[src/rtl/ctrl_pkg.sv]
// Shared encodings for the ID-stage instruction decoder: opcodes, function codes,
// ALU codes, writeback/PC selects and the decoded-control payload.
package ctrl_pkg;

    localparam int unsigned OP_W  = 6;
    localparam int unsigned FN_W  = 6;
    localparam int unsigned ALU_W = 4;
    localparam int unsigned SEL_W = 2;

    localparam logic [OP_W-1:0] OP_RTYPE = 6'b000000;
    localparam logic [OP_W-1:0] OP_J     = 6'b000010;
    localparam logic [OP_W-1:0] OP_BEQ   = 6'b000100;
    localparam logic [OP_W-1:0] OP_BNE   = 6'b000101;
    localparam logic [OP_W-1:0] OP_ADDI  = 6'b001000;
    localparam logic [OP_W-1:0] OP_ADDIU = 6'b001001;
    localparam logic [OP_W-1:0] OP_SLTI  = 6'b001010;
    localparam logic [OP_W-1:0] OP_SLTIU = 6'b001011;
    localparam logic [OP_W-1:0] OP_ANDI  = 6'b001100;
    localparam logic [OP_W-1:0] OP_ORI   = 6'b001101;
    localparam logic [OP_W-1:0] OP_XORI  = 6'b001110;
    localparam logic [OP_W-1:0] OP_LUI   = 6'b001111;
    localparam logic [OP_W-1:0] OP_LW    = 6'b100011;
    localparam logic [OP_W-1:0] OP_SW    = 6'b101011;

    localparam logic [FN_W-1:0] FN_NOOP  = 6'b000000;
    localparam logic [FN_W-1:0] FN_XNOR  = 6'b001100;
    localparam logic [FN_W-1:0] FN_MFHI  = 6'b010000;
    localparam logic [FN_W-1:0] FN_MFLO  = 6'b010010;
    localparam logic [FN_W-1:0] FN_MULT  = 6'b011000;
    localparam logic [FN_W-1:0] FN_MULTU = 6'b011001;
    localparam logic [FN_W-1:0] FN_ADD   = 6'b100000;
    localparam logic [FN_W-1:0] FN_ADDU  = 6'b100001;
    localparam logic [FN_W-1:0] FN_SUB   = 6'b100010;
    localparam logic [FN_W-1:0] FN_SUBU  = 6'b100011;
    localparam logic [FN_W-1:0] FN_AND   = 6'b100100;
    localparam logic [FN_W-1:0] FN_OR    = 6'b100101;
    localparam logic [FN_W-1:0] FN_XOR   = 6'b100110;
    localparam logic [FN_W-1:0] FN_SLT   = 6'b101010;
    localparam logic [FN_W-1:0] FN_SLTU  = 6'b101011;

    localparam logic [ALU_W-1:0] ALU_AND  = 4'b0000;
    localparam logic [ALU_W-1:0] ALU_OR   = 4'b0001;
    localparam logic [ALU_W-1:0] ALU_XOR  = 4'b0010;
    localparam logic [ALU_W-1:0] ALU_XNOR = 4'b0011;
    localparam logic [ALU_W-1:0] ALU_ADD  = 4'b0100;
    localparam logic [ALU_W-1:0] ALU_SUB  = 4'b1000;
    localparam logic [ALU_W-1:0] ALU_SLT  = 4'b1101;
    localparam logic [ALU_W-1:0] ALU_SLTU = 4'b1110;

    localparam logic [SEL_W-1:0] OUT_ALU = 2'b00;
    localparam logic [SEL_W-1:0] OUT_LUI = 2'b01;
    localparam logic [SEL_W-1:0] OUT_HI  = 2'b10;
    localparam logic [SEL_W-1:0] OUT_LO  = 2'b11;

    localparam logic [SEL_W-1:0] PC_SEQ = 2'b00;
    localparam logic [SEL_W-1:0] PC_BR  = 2'b01;
    localparam logic [SEL_W-1:0] PC_JMP = 2'b10;

    // Decoded controls other than ALU_Op, before reset gating.
    typedef struct packed {
        logic [SEL_W-1:0] pc_source;
        logic [SEL_W-1:0] out_select;
        logic             mem_write;
        logic             mem_read;
        logic             reg_write;
        logic             output_branch;
        logic             alu_src_a;
        logic             se_ze;
        logic             reg_dst;
        logic             start_mult;
        logic             mult_sign;
        logic             mem_to_reg;
    } ctrl_t;

    // R-type functions that produce a register result through the ALU.
    function automatic logic is_alu_fn(input logic [FN_W-1:0] func);
        case (func)
            FN_ADD, FN_ADDU, FN_SUB, FN_SUBU, FN_AND, FN_OR,
            FN_XOR, FN_XNOR, FN_SLT, FN_SLTU: is_alu_fn = 1'b1;
            default:                          is_alu_fn = 1'b0;
        endcase
    endfunction

endpackage

[src/rtl/controller_if.sv]
// Decoder bundle: instruction fields and compare result in, datapath controls out.
interface controller_if;
    import ctrl_pkg::*;

    logic [OP_W-1:0]  OP;
    logic [FN_W-1:0]  Func;
    logic             Eq_ne;
    logic [SEL_W-1:0] PC_source;
    logic [SEL_W-1:0] Out_select;
    logic             MemWrite;
    logic             MemRead;
    logic             RegWrite;
    logic             Output_branch;
    logic             ALUSrcA;
    logic [ALU_W-1:0] ALU_Op;
    logic             Se_ze;
    logic             RegDst;
    logic             Start_mult;
    logic             Mult_sign;
    logic             MemtoReg;

    modport master (
        output OP, Func, Eq_ne,
        input  PC_source, Out_select, MemWrite, MemRead, RegWrite, Output_branch,
               ALUSrcA, ALU_Op, Se_ze, RegDst, Start_mult, Mult_sign, MemtoReg
    );

    modport slave (
        input  OP, Func, Eq_ne,
        output PC_source, Out_select, MemWrite, MemRead, RegWrite, Output_branch,
               ALUSrcA, ALU_Op, Se_ze, RegDst, Start_mult, Mult_sign, MemtoReg
    );
endinterface

[src/rtl/controller_alu_dec.sv]
// ALU function-code decode from opcode and R-type function field.
module controller_alu_dec
    import ctrl_pkg::*;
(
    input  logic [OP_W-1:0]  op,
    input  logic [FN_W-1:0]  func,
    output logic [ALU_W-1:0] alu_op
);

    always_comb begin
        alu_op = ALU_AND;
        case (op)
            OP_RTYPE: begin
                case (func)
                    FN_ADD, FN_ADDU: alu_op = ALU_ADD;
                    FN_SUB, FN_SUBU: alu_op = ALU_SUB;
                    FN_AND:          alu_op = ALU_AND;
                    FN_OR:           alu_op = ALU_OR;
                    FN_XOR:          alu_op = ALU_XOR;
                    FN_XNOR:         alu_op = ALU_XNOR;
                    FN_SLT:          alu_op = ALU_SLT;
                    FN_SLTU:         alu_op = ALU_SLTU;
                    default:         alu_op = ALU_AND;
                endcase
            end
            OP_ADDI, OP_ADDIU, OP_LW, OP_SW: alu_op = ALU_ADD;
            OP_SLTI:                         alu_op = ALU_SLT;
            OP_SLTIU:                        alu_op = ALU_SLTU;
            OP_ANDI:                         alu_op = ALU_AND;
            OP_ORI:                          alu_op = ALU_OR;
            OP_XORI:                         alu_op = ALU_XOR;
            default:                         alu_op = ALU_AND;
        endcase
    end

endmodule

[src/rtl/controller.sv]
// ID-stage main decoder: combinational decode of OP/Func/Eq_ne; a single armed flop
// holds state-changing controls low until the first clock after reset release.
module controller
    import ctrl_pkg::*;
(
    input  logic         clk,
    input  logic         rst_n,
    controller_if.slave  bus
);

    ctrl_t dec;
    logic  armed;

    always_ff @(posedge clk or negedge rst_n) begin
        if (!rst_n) armed <= 1'b0;
        else        armed <= 1'b1;
    end

    controller_alu_dec u_alu_dec (
        .op     (bus.OP),
        .func   (bus.Func),
        .alu_op (bus.ALU_Op)
    );

    // Main decode; anything not listed falls through as an all-zero NOP.
    always_comb begin
        dec = '0;
        case (bus.OP)
            OP_RTYPE: begin
                if (is_alu_fn(bus.Func)) begin
                    dec.reg_write = 1'b1;
                    dec.reg_dst   = 1'b1;
                end
                case (bus.Func)
                    FN_MFHI: begin
                        dec.reg_write  = 1'b1;
                        dec.reg_dst    = 1'b1;
                        dec.out_select = OUT_HI;
                    end
                    FN_MFLO: begin
                        dec.reg_write  = 1'b1;
                        dec.reg_dst    = 1'b1;
                        dec.out_select = OUT_LO;
                    end
                    FN_MULT: begin
                        dec.reg_dst    = 1'b1;
                        dec.start_mult = 1'b1;
                        dec.mult_sign  = 1'b1;
                    end
                    FN_MULTU: begin
                        dec.reg_dst    = 1'b1;
                        dec.start_mult = 1'b1;
                    end
                    default: ;
                endcase
            end
            OP_ADDI, OP_ADDIU, OP_SLTI, OP_SLTIU: begin
                dec.reg_write = 1'b1;
                dec.alu_src_a = 1'b1;
                dec.se_ze     = 1'b1;
            end
            OP_ANDI, OP_ORI, OP_XORI: begin
                dec.reg_write = 1'b1;
                dec.alu_src_a = 1'b1;
            end
            OP_LUI: begin
                dec.reg_write  = 1'b1;
                dec.alu_src_a  = 1'b1;
                dec.out_select = OUT_LUI;
            end
            OP_LW: begin
                dec.reg_write  = 1'b1;
                dec.alu_src_a  = 1'b1;
                dec.se_ze      = 1'b1;
                dec.mem_read   = 1'b1;
                dec.mem_to_reg = 1'b1;
            end
            OP_SW: begin
                dec.alu_src_a = 1'b1;
                dec.se_ze     = 1'b1;
                dec.mem_write = 1'b1;
            end
            OP_J: begin
                dec.pc_source     = PC_JMP;
                dec.output_branch = 1'b1;
            end
            OP_BEQ, OP_BNE: begin
                // BEQ takes on equal, BNE on not-equal; opcode bit 0 selects the sense.
                if (bus.Eq_ne != bus.OP[0]) begin
                    dec.pc_source     = PC_BR;
                    dec.output_branch = 1'b1;
                end
            end
            default: ;
        endcase
    end

    assign bus.PC_source     = armed ? dec.pc_source : PC_SEQ;
    assign bus.Out_select    = dec.out_select;
    assign bus.MemWrite      = dec.mem_write     & armed;
    assign bus.MemRead       = dec.mem_read      & armed;
    assign bus.RegWrite      = dec.reg_write     & armed;
    assign bus.Output_branch = dec.output_branch & armed;
    assign bus.ALUSrcA       = dec.alu_src_a;
    assign bus.Se_ze         = dec.se_ze;
    assign bus.RegDst        = dec.reg_dst;
    assign bus.Start_mult    = dec.start_mult    & armed;
    assign bus.Mult_sign     = dec.mult_sign;
    assign bus.MemtoReg      = dec.mem_to_reg;

endmodule

[src/flat_wrapper.sv]
// flat-port wrapper written by rule: the top's interface ports become plain ports
module controller_flat import ctrl_pkg::*;
  (clk, rst_n, bus_OP, bus_Func, bus_Eq_ne, bus_PC_source, bus_Out_select, bus_MemWrite, bus_MemRead, bus_RegWrite, bus_Output_branch, bus_ALUSrcA, bus_ALU_Op, bus_Se_ze, bus_RegDst, bus_Start_mult, bus_Mult_sign, bus_MemtoReg);
  controller_if bus_i ();
  input  logic clk;
  input  logic rst_n;
  input wire logic [$bits(bus_i.OP)-1:0] bus_OP;
  input wire logic [$bits(bus_i.Func)-1:0] bus_Func;
  input wire logic [$bits(bus_i.Eq_ne)-1:0] bus_Eq_ne;
  output wire logic [$bits(bus_i.PC_source)-1:0] bus_PC_source;
  output wire logic [$bits(bus_i.Out_select)-1:0] bus_Out_select;
  output wire logic [$bits(bus_i.MemWrite)-1:0] bus_MemWrite;
  output wire logic [$bits(bus_i.MemRead)-1:0] bus_MemRead;
  output wire logic [$bits(bus_i.RegWrite)-1:0] bus_RegWrite;
  output wire logic [$bits(bus_i.Output_branch)-1:0] bus_Output_branch;
  output wire logic [$bits(bus_i.ALUSrcA)-1:0] bus_ALUSrcA;
  output wire logic [$bits(bus_i.ALU_Op)-1:0] bus_ALU_Op;
  output wire logic [$bits(bus_i.Se_ze)-1:0] bus_Se_ze;
  output wire logic [$bits(bus_i.RegDst)-1:0] bus_RegDst;
  output wire logic [$bits(bus_i.Start_mult)-1:0] bus_Start_mult;
  output wire logic [$bits(bus_i.Mult_sign)-1:0] bus_Mult_sign;
  output wire logic [$bits(bus_i.MemtoReg)-1:0] bus_MemtoReg;
  assign bus_i.OP = bus_OP;
  assign bus_i.Func = bus_Func;
  assign bus_i.Eq_ne = bus_Eq_ne;
  assign bus_PC_source = bus_i.PC_source;
  assign bus_Out_select = bus_i.Out_select;
  assign bus_MemWrite = bus_i.MemWrite;
  assign bus_MemRead = bus_i.MemRead;
  assign bus_RegWrite = bus_i.RegWrite;
  assign bus_Output_branch = bus_i.Output_branch;
  assign bus_ALUSrcA = bus_i.ALUSrcA;
  assign bus_ALU_Op = bus_i.ALU_Op;
  assign bus_Se_ze = bus_i.Se_ze;
  assign bus_RegDst = bus_i.RegDst;
  assign bus_Start_mult = bus_i.Start_mult;
  assign bus_Mult_sign = bus_i.Mult_sign;
  assign bus_MemtoReg = bus_i.MemtoReg;
  controller u_core (.clk(clk), .rst_n(rst_n), .bus(bus_i));
endmodule
[config.mk]
export PLATFORM = sky130hd
export DESIGN_NAME = controller_flat
export DESIGN_NICKNAME = d
export VERILOG_FILES = /design/src/rtl/ctrl_pkg.sv /design/src/rtl/controller_if.sv /design/src/rtl/controller_alu_dec.sv /design/src/rtl/controller.sv /design/src/flat_wrapper.sv
export SDC_FILE = /design/constraint.sdc
export NUM_CORES = 1
export LEC_CHECK = 0
export CORE_MARGIN = 3
export CORE_UTILIZATION = 35
export CTS_CLUSTER_SIZE = 30
export DETAILED_ROUTE_END_ITERATION = 8
export PLACE_DENSITY_LB_ADDON = 0.15
export RECOVER_POWER = 25
export SETUP_SLACK_MARGIN = 0.1
export SYNTH_ARGS = -nofsm -noshare
export SYNTH_HDL_FRONTEND = slang
export SYNTH_HIERARCHICAL = 1
export SYNTH_SLANG_ARGS = --single-unit
[constraint.sdc]
create_clock -name clk -period 1.8 [get_ports clk]
set_input_delay 0.45 -clock clk [delete_from_list [all_inputs] [get_ports clk]]
set_output_delay 0.45 -clock clk [all_outputs]
set_load 0.03 [all_outputs]
After elaboration in Yosys (flattened, before gate mapping)
Index checks and enable logic that the tools add are counted.
Storage, ports and cells
  input port bits: 15
  word-level logic and storage cells: 68
  flip-flop bits (word level): 1
Cells by class
  bitwise logic cells: 5
  multiplexer cells: 22
  reductions and logical operators: 12
  equality and inequality tests: 28
Operator list (count)
  $eq 6x6->1 const B: 11
  $eq 6x4->1 const B: 9
  $pmux 4 s7: 1
  $eq 6x5->1 const B: 4
  $pmux 4 s6: 1
  $reduce_or 10->1: 2
  $mux 1: 13
  $eq 6x3->1 const B: 2
  $pmux 2 s2: 3
  $reduce_or 2->1: 5
  $reduce_or 9->1: 1
  $reduce_or 4->1: 2
  $eq 6x2->1 const B: 1
  $logic_not 6->1: 1
  $reduce_or 6->1: 1
  $and 1x1->1: 5
  $pmux 1 s2: 2
  $mux 3: 1
  $mux 2: 1
  $ne 1x1->1: 1

Longest topological paths before layout
Gate-level depths: netlist of the first run.
  depth in word-level cells: 8
  mapped depth: 5
  depth with buffers taken out: 4

Modules after synthesis
Netlist of the first run, hierarchy kept.
Modules (own cells, without submodules)
  controller: seq. area each 25.0 um^2, cells each 51, times used 1, area each 371.6 um^2
  controller_alu_dec: seq. area each 0.0 um^2, cells each 39, times used 1, area each 237.7 um^2

Worst setup path before layout of the first run
OpenSTA, ideal clock, no wires.
  kind: input to output
  from: in bus_OP[1]
  to: out bus_ALU_Op[3]
  cell stages on the path: 4
  setup slack: -0.424 ns
  path buffers: 0
  arrival: 1.774 ns
  cell sequence: or4_1 > nor4_2 > nand3b_1 > o22ai_1
On the way
  word-level cells in the longest chain between the ends: 3
Ends and longest elaborated chain
  start, declared: RTL line flat_wrapper.sv:7  | input wire logic [$bits(bus_i.OP)-1:0] bus_OP;
  $eq 6x4->1 / $eq 6x6->1 (equally long branches): RTL line controller_alu_dec.sv:12  | case (op)
  $reduce_or 4->1: RTL line controller_alu_dec.sv:12
  $pmux 4 s6 *: RTL line controller_alu_dec.sv:12
  end, declared: RTL line flat_wrapper.sv:17  | output wire logic [$bits(bus_i.ALU_Op)-1:0] bus_ALU_Op;
Every way passes the cells marked *; elsewhere a longest branch is shown, timed or not.

Worst setup path in the final report of the first run
  from: in bus_OP[2]
  to: out bus_ALU_Op[3]
The elaborated chain is that of the path after synthesis.

==> summary.txt, run 1 <==
Timing
  – Total negative slack: -2.88 ns
  – Final Setup Violations: 17
  – RSZ-0062 raised after global routing: true
  – Slew Viols, Final: 0
  – Highest clock rate: 0.448 GHz
  – Minimum clock period: 2.23 ns
  – Fin crit share: 1.24
  – Setup WS post-layout: -0.432 ns
  – Fin. Hold Viols: 0

Run status
  – Failing checks: setup timing
  – Status: finished with violations

Place
  – Detail Placement HPWL: 1.65 mm
  – DP Area: 1180 um2
  – Port Buffers: 32
  – RD Place Congestion: 0.845
  – Placed insts: 163

Cells and area
  – Layout cell share with drive strength beyond 1: 0.614
  – Largest regs: u_core/armed: 1 flops
  – ANT cells: 0
  – Largest Register: u_core/armed
  – Synth-to-layout area growth: 125%
  – Nets: 170
  – Finished layout cell area: 1370 um2
  – Number of flip-flops under the largest register name: 1
  – Final Core Density: 0.868
  – Post-route non-filler standard cell count: 169

GRT
  – Global-route wire length before repair: 4.00 mm
  – Global Route Usage Sum: 0.236
  – Grt ovf: 0
  – Initial antenna violation count: 0
  – Pin count of the biggest net entering global routing: 14
  – Vias in the first global route: 906

Floorplan
  – Initial core utilization: 0.387
  – Die Y: 47.7 um
  – # IOs: 33
  – Row cnt: 14
  – Die Span X: 47.7 um
  – Core ar.: 1580 um2
  – Die area: 2280 um2

Power and ir drop
  – VDD IR max: 0.161 mV
  – P per Cell Area: 199 nW/um2
  – LEAKAGE: 0.594 nW

Route
  – Vias per std cell: 5.84
  – Initial DRT Pass Iterations: 4
  – DRC errors left: 0
  – Average wire per standard cell: 15.9 um
  – Starting DRT DRC Count: 21
  – Total wire length: 2.69 mm
  – Via Count: 987
  – Post-route ant nets: 0

CTS
  – CTS Hold Bufs: 0
  – Reg clk slew, reported paths: 0 ns

Synthesis
  – Synth warn: 6
  – Syn nets: 105
  – Synthesized instance count: 90
  – FFs w/ async S/R, synth: 1.00
  – Post-synth cell types: 41
  – Avg Cell Area, Syn: 6.77 um2
  – Post-synth EDFFs: 0
  – Mapped cell area: 609 um2
  – Sequential element share of the synthesized area: 0.0411
  – Main synth FF type: dfrtp_1
  – Register bit count reported by yosys: 1

Worst setup path
  – Critical path required time: 1.35 ns
  – Worst-path cell chain: buf_6, or4_4, nor4_4, nand3b_1, o22ai_2, buf_6
  – Critical-path top delay cell: or4_4
  – Critical path data arrival time: 1.78 ns
  – Family with the most delay on the worst path: simple AND/OR/NAND/NOR gates
  – Setup CP Type: input port to output port
  – Max FO, Critical Path: 2
  – Buf+Inv Stages, Crit Path: 2
  – CP Launch Type: input port
  – CP peak stage delay: 0.53 ns
  – Critical Path Most Common Cell: buf_6
  – CP Capture Type: output port

Worst hold path
  – HP Class: input port to async pin

Run
  – Max-cap violations: 0
cell usage in the layout (no fill, tap or decap), types with 3 or more instances in the layout:
cell type,netlist,routed
nand3b_1,5,5
a31oi_1,3,3
inv_1,3,3
buf_2,0,3
nor3_4,2,4
o21ai_2,1,5
buf_4,1,30
nor2_2,1,3
nor2_4,0,3
nand2b_1,4,4
nor2_1,10,5
nand2_1,12,11
buf_6,1,29
nand3_1,3,3
worst paths after layout:
check	startpoint	end	slack [ns]	cells past startpoint
max in group asynchronous	rst_n	u_core/armed	1.02	1
setup / recovery	bus_OP[2]	bus_ALU_Op[3]	-0.43	6
min in group clk	u_core/armed	bus_RegWrite	1.14	2
hold / removal	rst_n	u_core/armed	0.67	1
power breakdown:
part | leakage (nW) | internal, mW | switching, mW | total, mW
Sequential | 0.0117 | 0.0241 | 0.00176 | 0.0258
Clock | 0 | 0 | 0 | 0
Combinational | 0.582 | 0.122 | 0.124 | 0.246
Total | 0.594 | 0.146 | 0.126 | 0.272
stage by stage:
stage	hold slack (ns)	total power, mW	worst slack [ns]
floorplan	0.154	0.116	-0.292
global placement	0.599	0.229	-0.734
detailed placement	0.607	0.232	-0.810
CTS	0.609	0.257	-0.551
global route	0.671	0.288	-0.490
finish	0.672	0.272	-0.432
per-layer routing:
metal  track usage  part of all wire  up-vias
met5             0                 0        -
met4        0.0323             0.020        0
met3       0.00752             0.063        6
met2         0.427              0.54       48
met1         0.314              0.37      474
li1              -                 -      459
cells by family after synthesis:
kind of cell / after synthesis / share of synthesized area
simple gates: 56 / 0.616
compound gates: 22 / 0.232
buf+inv: 7 / 0.0616
xor+xnor: 3 / 0.0431
flops: 1 / 0.0411
other cells: 1 / 0.00615
layout make-up:
class	instances	area (um2)
fill	80	208
sequential	1	25.0
timing repair buffer	67	618
multi-input combinational	82	694
inverter	3	11.3
tap	16	20.0
synthesized netlist by cell type (all sizes together), types with 2 or more instances:
| library cell | n | share of area |
|---|---|---|
| nand2 | 12 | 0.074 |
| nor2 | 11 | 0.072 |
| o21ai | 7 | 0.064 |
| nor3 | 6 | 0.086 |
| nand3b | 5 | 0.062 |
| nand2b | 4 | 0.041 |
| a21oi | 3 | 0.025 |
| a31oi | 3 | 0.031 |
| inv | 3 | 0.018 |
| nand3 | 3 | 0.025 |
| o22ai | 3 | 0.031 |
| buf | 2 | 0.031 |
| clkbuf | 2 | 0.012 |
| nand4b | 2 | 0.053 |
| nand4bb | 2 | 0.037 |
| nor2b | 2 | 0.025 |
| nor3b | 2 | 0.043 |
| o21a | 2 | 0.025 |
| xor2 | 2 | 0.029 |
repair_timing:
| item | 4_1_cts | 5_1_grt |
|---|---|---|
| resized for setup | 87 | 12 |
| setup buffers | 7 | 0 |
| pin swaps | 21 | 9 |
| endpoints found under the setup margin | 18 | 18 |
(Power assumes the default switching activity.)
==> run 2, diff against run 1 <==
CORE_MARGIN = 4   (was 3)
==> run 2 against run 1 <==
The run still ends with setup timing left. Die area rose by 8.6%. Cell area up 1.0%. Core utilization up 0.87 points. Combinational power increased by 2%. Global-route usage down 1.2 points. Sequential power hardly changed.
==> summary.txt, run 2 (same netlist as run 1, synthesis figures left out) <==
Worst setup path
  – Setup CP Type: input port to output port
  – CP Launch Type: input port
  – Critical path required time: 1.35 ns (about the same)
  – Max FO, Critical Path: 2 (unchanged)
  – Critical path data arrival time: 1.80 ns (+0.02 ns)
  – CP Capture Type: output port

Cells and area
  – Synth-to-layout area growth: 127%
  – Number of flip-flops under the largest register name: 1 (unchanged)
  – Largest regs: u_core/armed: 1 flops
  – FF/Latch Area: 25.0 um2 (unchanged)
  – Nets: 168 (-1.2%)
  – Multi-input gate area: 726 um2 (+4.5%)
  – Largest Register: u_core/armed
  – Post-route non-filler standard cell count: 167 (-1.2%)
  – Layout cell share with drive strength beyond 1: 0.623 (+0.00814)
  – Commonest cells after routing, fill and taps aside: 30 x buf_6, 29 x buf_4, 10 x nand2_1
  – ANT cells: 0 (unchanged)
  – Finished layout cell area: 1380 um2 (+1.0%)
  – Fillers: 75 (-6.3%)
  – Most common cell after layout, fill and taps aside: buf_6

Route
  – Initial DRT Pass Iterations: 5 (+1)
  – Vias per std cell: 5.71 (-2.2%)
  – Post-route ant nets: 0 (unchanged)
  – Via Count: 954 (-3.3%)
  – Total wire length: 2.92 mm (+8.7%)
  – DRC errors left: 0 (unchanged)
  – Starting DRT DRC Count: 26 (+24%)
  – Average wire per standard cell: 17.5 um (+10%)

Power and ir drop
  – Sw Pwr: 0.132 mW (+5.0%)
  – Logic pwr share: 0.907 (+0.002)
  – VDD IR max: 0.164 mV (+1.7%)
  – Internal power: 0.145 mW (-0.85%)
  – Clk pwr share: 0 (unchanged)
  – LEAKAGE: 0.591 nW (-0.42%)
  – Sw Ratio: 0.478 (+0.0142)
  – Sequential share of power: 0.093 (-0.002)
  – P per Cell Area: 201 nW/um2 (+0.83%)
  – Pwr Total: 0.277 mW (+1.8%)

Timing
  – Slew Viols, Final: 0 (unchanged)
  – Final hold slack: 0.667 ns (-0.00512 ns)
  – Fin. Hold Viols: 0 (unchanged)
  – Setup WS post-layout: -0.450 ns (-0.0180 ns)
  – Highest clock rate: 0.444 GHz (-0.80%)
  – RSZ-0062 raised after global routing: true
  – Total negative slack: -4.51 ns (-1.63 ns)
  – Fin crit share: 1.25 (+0.0100)
  – Final Setup Violations: 18 (+1)
  – Minimum clock period: 2.25 ns (+0.0180 ns)

Place
  – Detail Placement HPWL: 1.72 mm (+3.7%)
  – RD Place Congestion: 0.811 (-4.1%)
  – Placed insts: 159 (-2.5%)
  – Port Buffers: 32 (unchanged)
  – DP Area: 1150 um2 (-2.5%)

Run
  – Max-cap violations: 0 (unchanged)

Floorplan
  – Row cnt: 14 (unchanged)
  – Die Y: 49.7 um (+4.2%)
  – # IOs: 33 (unchanged)
  – Initial core utilization: 0.387 (unchanged)
  – Core ar.: 1580 um2 (unchanged)
  – Die Span X: 49.7 um (+4.2%)
  – Die area: 2470 um2 (+8.6%)

GRT
  – Initial antenna violation count: 0 (unchanged)
  – Grt ovf: 0 (unchanged)
  – Global-route wire length before repair: 4.46 mm (+12%)
  – Pin count of the biggest net entering global routing: 14 (unchanged)
  – Global Route Usage Sum: 0.223 (-0.0125)
  – Vias in the first global route: 961 (+6.1%)

CTS
  – CTS Hold Bufs: 0 (unchanged)
  – Reg clk slew, reported paths: 0 ns (unchanged)

Run status
  – Failing checks: setup timing
  – Status: finished with violations

Worst hold path
  – HP Class: input port to async pin
## run 2: through the flow
stage / worst slack [ns] / utilization
after floorplan: -0.292 / -
after global placement: -0.717 / 0.731
after detailed placement: -0.817 / 0.731
after CTS: -0.573 / 0.818
after global routing: -0.543 / 0.877
final: -0.450 / 0.877
## run 2: timing repair
| item | in CTS | in global routing |
|---|---|---|
| pin swaps | 21 | 14 |
| setup endpoints to repair | 18 | 18 |
| buffers inserted | 5 | 3 |
| gates resized for setup | 90 | 15 |
## run 2: layout make-up
type,count,area share
inverter,3,0.00814
multi-input combinational,82,0.525
sequential,1,0.0181
tap,16,0.0145
timing repair buffer,65,0.434
## run 2: worst max-delay path: stages
cell      delay [ns]
buf_6           0.09
or4_4           0.55
nor4_4          0.21
nand3b_1        0.17
o22ai_2         0.18
buf_6           0.15
## run 2: worst paths after layout
path | depth (start not counted) | startpoint | to | slack [ns]
max in group asynchronous | 1 | rst_n | u_core/armed | 1.03
hold / removal | 1 | rst_n | u_core/armed | 0.67
min in group clk | 2 | u_core/armed | bus_RegWrite | 1.13
setup / recovery | 6 | bus_OP[4] | bus_ALU_Op[3] | -0.45
## run 2: power groups by stage
| stage | Combinational (mW) | Sequential (mW) | Clock, mW |
|---|---|---|---|
| after floorplan | 0.0906 | 0.0252 | 0 |
| after global placement | 0.198 | 0.0256 | 0 |
| after detailed placement | 0.202 | 0.0256 | 0 |
| after CTS | 0.225 | 0.0256 | 0 |
| after global routing | 0.267 | 0.0258 | 0 |
| final | 0.252 | 0.0257 | 0 |
## run 2: per-layer routing
| layer | up-vias | global-route usage | wire [um] |
|---|---|---|---|
| met1 | 455 | 0.240 | 1110 |
| met4 | 0 | 0.0323 | 45 |
| met3 | 4 | 0.0181 | 141 |
| li1 | 454 | - | - |
| met2 | 41 | 0.465 | 1620 |
| met5 | - | 0 | 0 |
==> run 3, diff against run 2 <==
SKIP_LAST_GASP = 1   (was unset)
==> run 3 against run 2 <==
The flow still finishes with violations (setup timing). Core utilization rose by 0.48 points. Critical endpoint unchanged. Global-route usage fell by 0.50 points. Combinational power barely moved. Total power rose by 1.1%. Highest routed layer unchanged. Sequential power barely moved. Worst hold slack barely moved. Routed wire length rose by 7.7%. Sequential cell count did not move. Sequential share of layout area barely moved. Critical path depth did not move. First-iteration DRC count rose by 19%. Cell area rose by 0.54%.
==> summary.txt, run 3 (same netlist as run 1, synthesis figures left out) <==
Worst setup path
  – CP Capture Type: output port
  – Setup CP Type: input port to output port
  – Critical path data arrival time: 1.82 ns (+0.02 ns)
  – CP Launch Type: input port
  – Max FO, Critical Path: 2 (unchanged)
  – Critical path required time: 1.35 ns (about the same)

Cells and area
  – Commonest cells after routing, fill and taps aside: 32 x buf_4, 28 x buf_6, 10 x nand2_1
  – Most common cell after layout, fill and taps aside: buf_4
  – Largest regs: u_core/armed: 1 flops
  – Synth-to-layout area growth: 128%
  – Layout cell share with drive strength beyond 1: 0.625 (+0.00248)
  – ANT cells: 0 (unchanged)
  – Number of flip-flops under the largest register name: 1 (unchanged)
  – Nets: 169 (+0.60%)
  – Largest Register: u_core/armed
  – Fillers: 79 (+5.3%)

Run status
  – Status: finished with violations
  – Failing checks: setup timing

Power and ir drop
  – Internal power: 0.145 mW (about the same)
  – Clk pwr share: 0 (unchanged)
  – P per Cell Area: 202 nW/um2 (+0.58%)
  – LEAKAGE: 0.596 nW (+0.76%)
  – Sequential share of power: 0.092 (about the same)
  – Pwr Total: 0.280 mW (+1.1%)
  – VDD IR max: 0.164 mV (about the same)
  – Sw Ratio: 0.484 (+0.00629)
  – Logic pwr share: 0.908 (about the same)
  – Sw Pwr: 0.136 mW (+2.5%)

Timing
  – Fin. Hold Viols: 0 (unchanged)
  – Slew Viols, Final: 0 (unchanged)
  – Highest clock rate: 0.440 GHz (-1.1%)
  – Total negative slack: -4.86 ns (-0.350 ns)
  – Final Setup Violations: 18 (unchanged)
  – Minimum clock period: 2.27 ns (+0.0240 ns)
  – RSZ-0062 raised after global routing: true
  – Fin crit share: 1.26 (+0.0133)
  – Final hold slack: 0.667 ns (-0.000433 ns)
  – Setup WS post-layout: -0.474 ns (-0.0240 ns)

Floorplan
  – Initial core utilization: 0.387 (unchanged)
  – Die area: 2470 um2 (unchanged)
  – Core ar.: 1580 um2 (unchanged)
  – Die Y: 49.7 um (unchanged)
  – Row cnt: 14 (unchanged)
  – Die Span X: 49.7 um (unchanged)
  – # IOs: 33 (unchanged)

GRT
  – Pin count of the biggest net entering global routing: 14 (unchanged)
  – Global-route wire length before repair: 4.40 mm (-1.4%)
  – Initial antenna violation count: 0 (unchanged)
  – Vias in the first global route: 932 (-3.0%)
  – Grt ovf: 0 (unchanged)
  – Global Route Usage Sum: 0.218 (-0.00500)

Place
  – Detail Placement HPWL: 1.72 mm (unchanged)
  – Dpl ws: -0.817 ns (unchanged)
  – RD Place Congestion: 0.811 (unchanged)
  – Port Buffers: 32 (unchanged)

Worst hold path
  – HP Class: input port to async pin

Route
  – Average wire per standard cell: 18.7 um (+7.1%)
  – Via Count: 1008 (+5.7%)
  – Initial DRT Pass Iterations: 4 (-1)
  – DRC errors left: 0 (unchanged)
  – Vias per std cell: 6.00 (+5.0%)
  – Starting DRT DRC Count: 31 (+19%)
  – Post-route ant nets: 0 (unchanged)
  – Total wire length: 3.15 mm (+7.7%)

Run
  – Max-cap violations: 0 (unchanged)

CTS
  – Reg clk slew, reported paths: 0 ns (unchanged)
-- run 3: worst max-delay path, cell delays in order --
cell	delay [ns]
buf_6	0.10
or4_4	0.53
nor4_4	0.20
nand3b_1	0.20
o22ai_2	0.19
buf_6	0.15
-- run 3: worst paths after layout --
kind                              start            end  slack, ns  cells after the start
hold / removal                    rst_n   u_core/armed       0.67                      1
min in group clk           u_core/armed   bus_RegWrite       1.14                      2
setup / recovery              bus_OP[4]  bus_ALU_Op[3]      -0.47                      6
max in group asynchronous         rst_n   u_core/armed       1.03                      1
-- run 3: power by group through the flow --
stage / logic (mW) / registers, mW / clock network (mW)
3_5_place_dp: 0.202 / 0.0256 / 0
2_1_floorplan: 0.0906 / 0.0252 / 0
4_1_cts: 0.224 / 0.0256 / 0
6_report: 0.255 / 0.0258 / 0
3_3_place_gp: 0.198 / 0.0256 / 0
5_1_grt: 0.270 / 0.0261 / 0
-- run 3: layout make-up --
| class | instances | area [um2] | area share |
|---|---|---|---|
| flip-flops and latches | 1 | 25.0 | 0.0180 |
| well taps | 16 | 20.0 | 0.0144 |
| repair buffers | 66 | 601 | 0.432 |
| inverters | 3 | 11.3 | 0.00810 |
| multi-input cells | 82 | 733 | 0.527 |
-- run 3: layer usage --
metal	routed length [um]	part of all wire	GRT usage	vias up
met3	204	0.065	0.0181	15
met1	1150	0.37	0.249	476
met5	0	0	0	-
li1	-	-	-	459
met4	130	0.041	0.0323	0
met2	1660	0.53	0.436	58
-- run 3: metrics by stage --
step / instances / util / area [um2]
4_1_cts: 164 / 0.811 / 1280
5_1_grt: 168 / 0.882 / 1390
3_3_place_gp: 159 / 0.731 / 1150
6_report: 168 / 0.882 / 1390
3_5_place_dp: 159 / 0.731 / 1150
2_1_floorplan: 90 / - / 696
-- run 3: timing repair --
item / CTS / global route
buffers inserted: 5 / 4
resized for setup: 87 / 17
endpoints found under the setup margin: 18 / 18
pin swaps: 21 / 14
hold buffers: 0 / 0
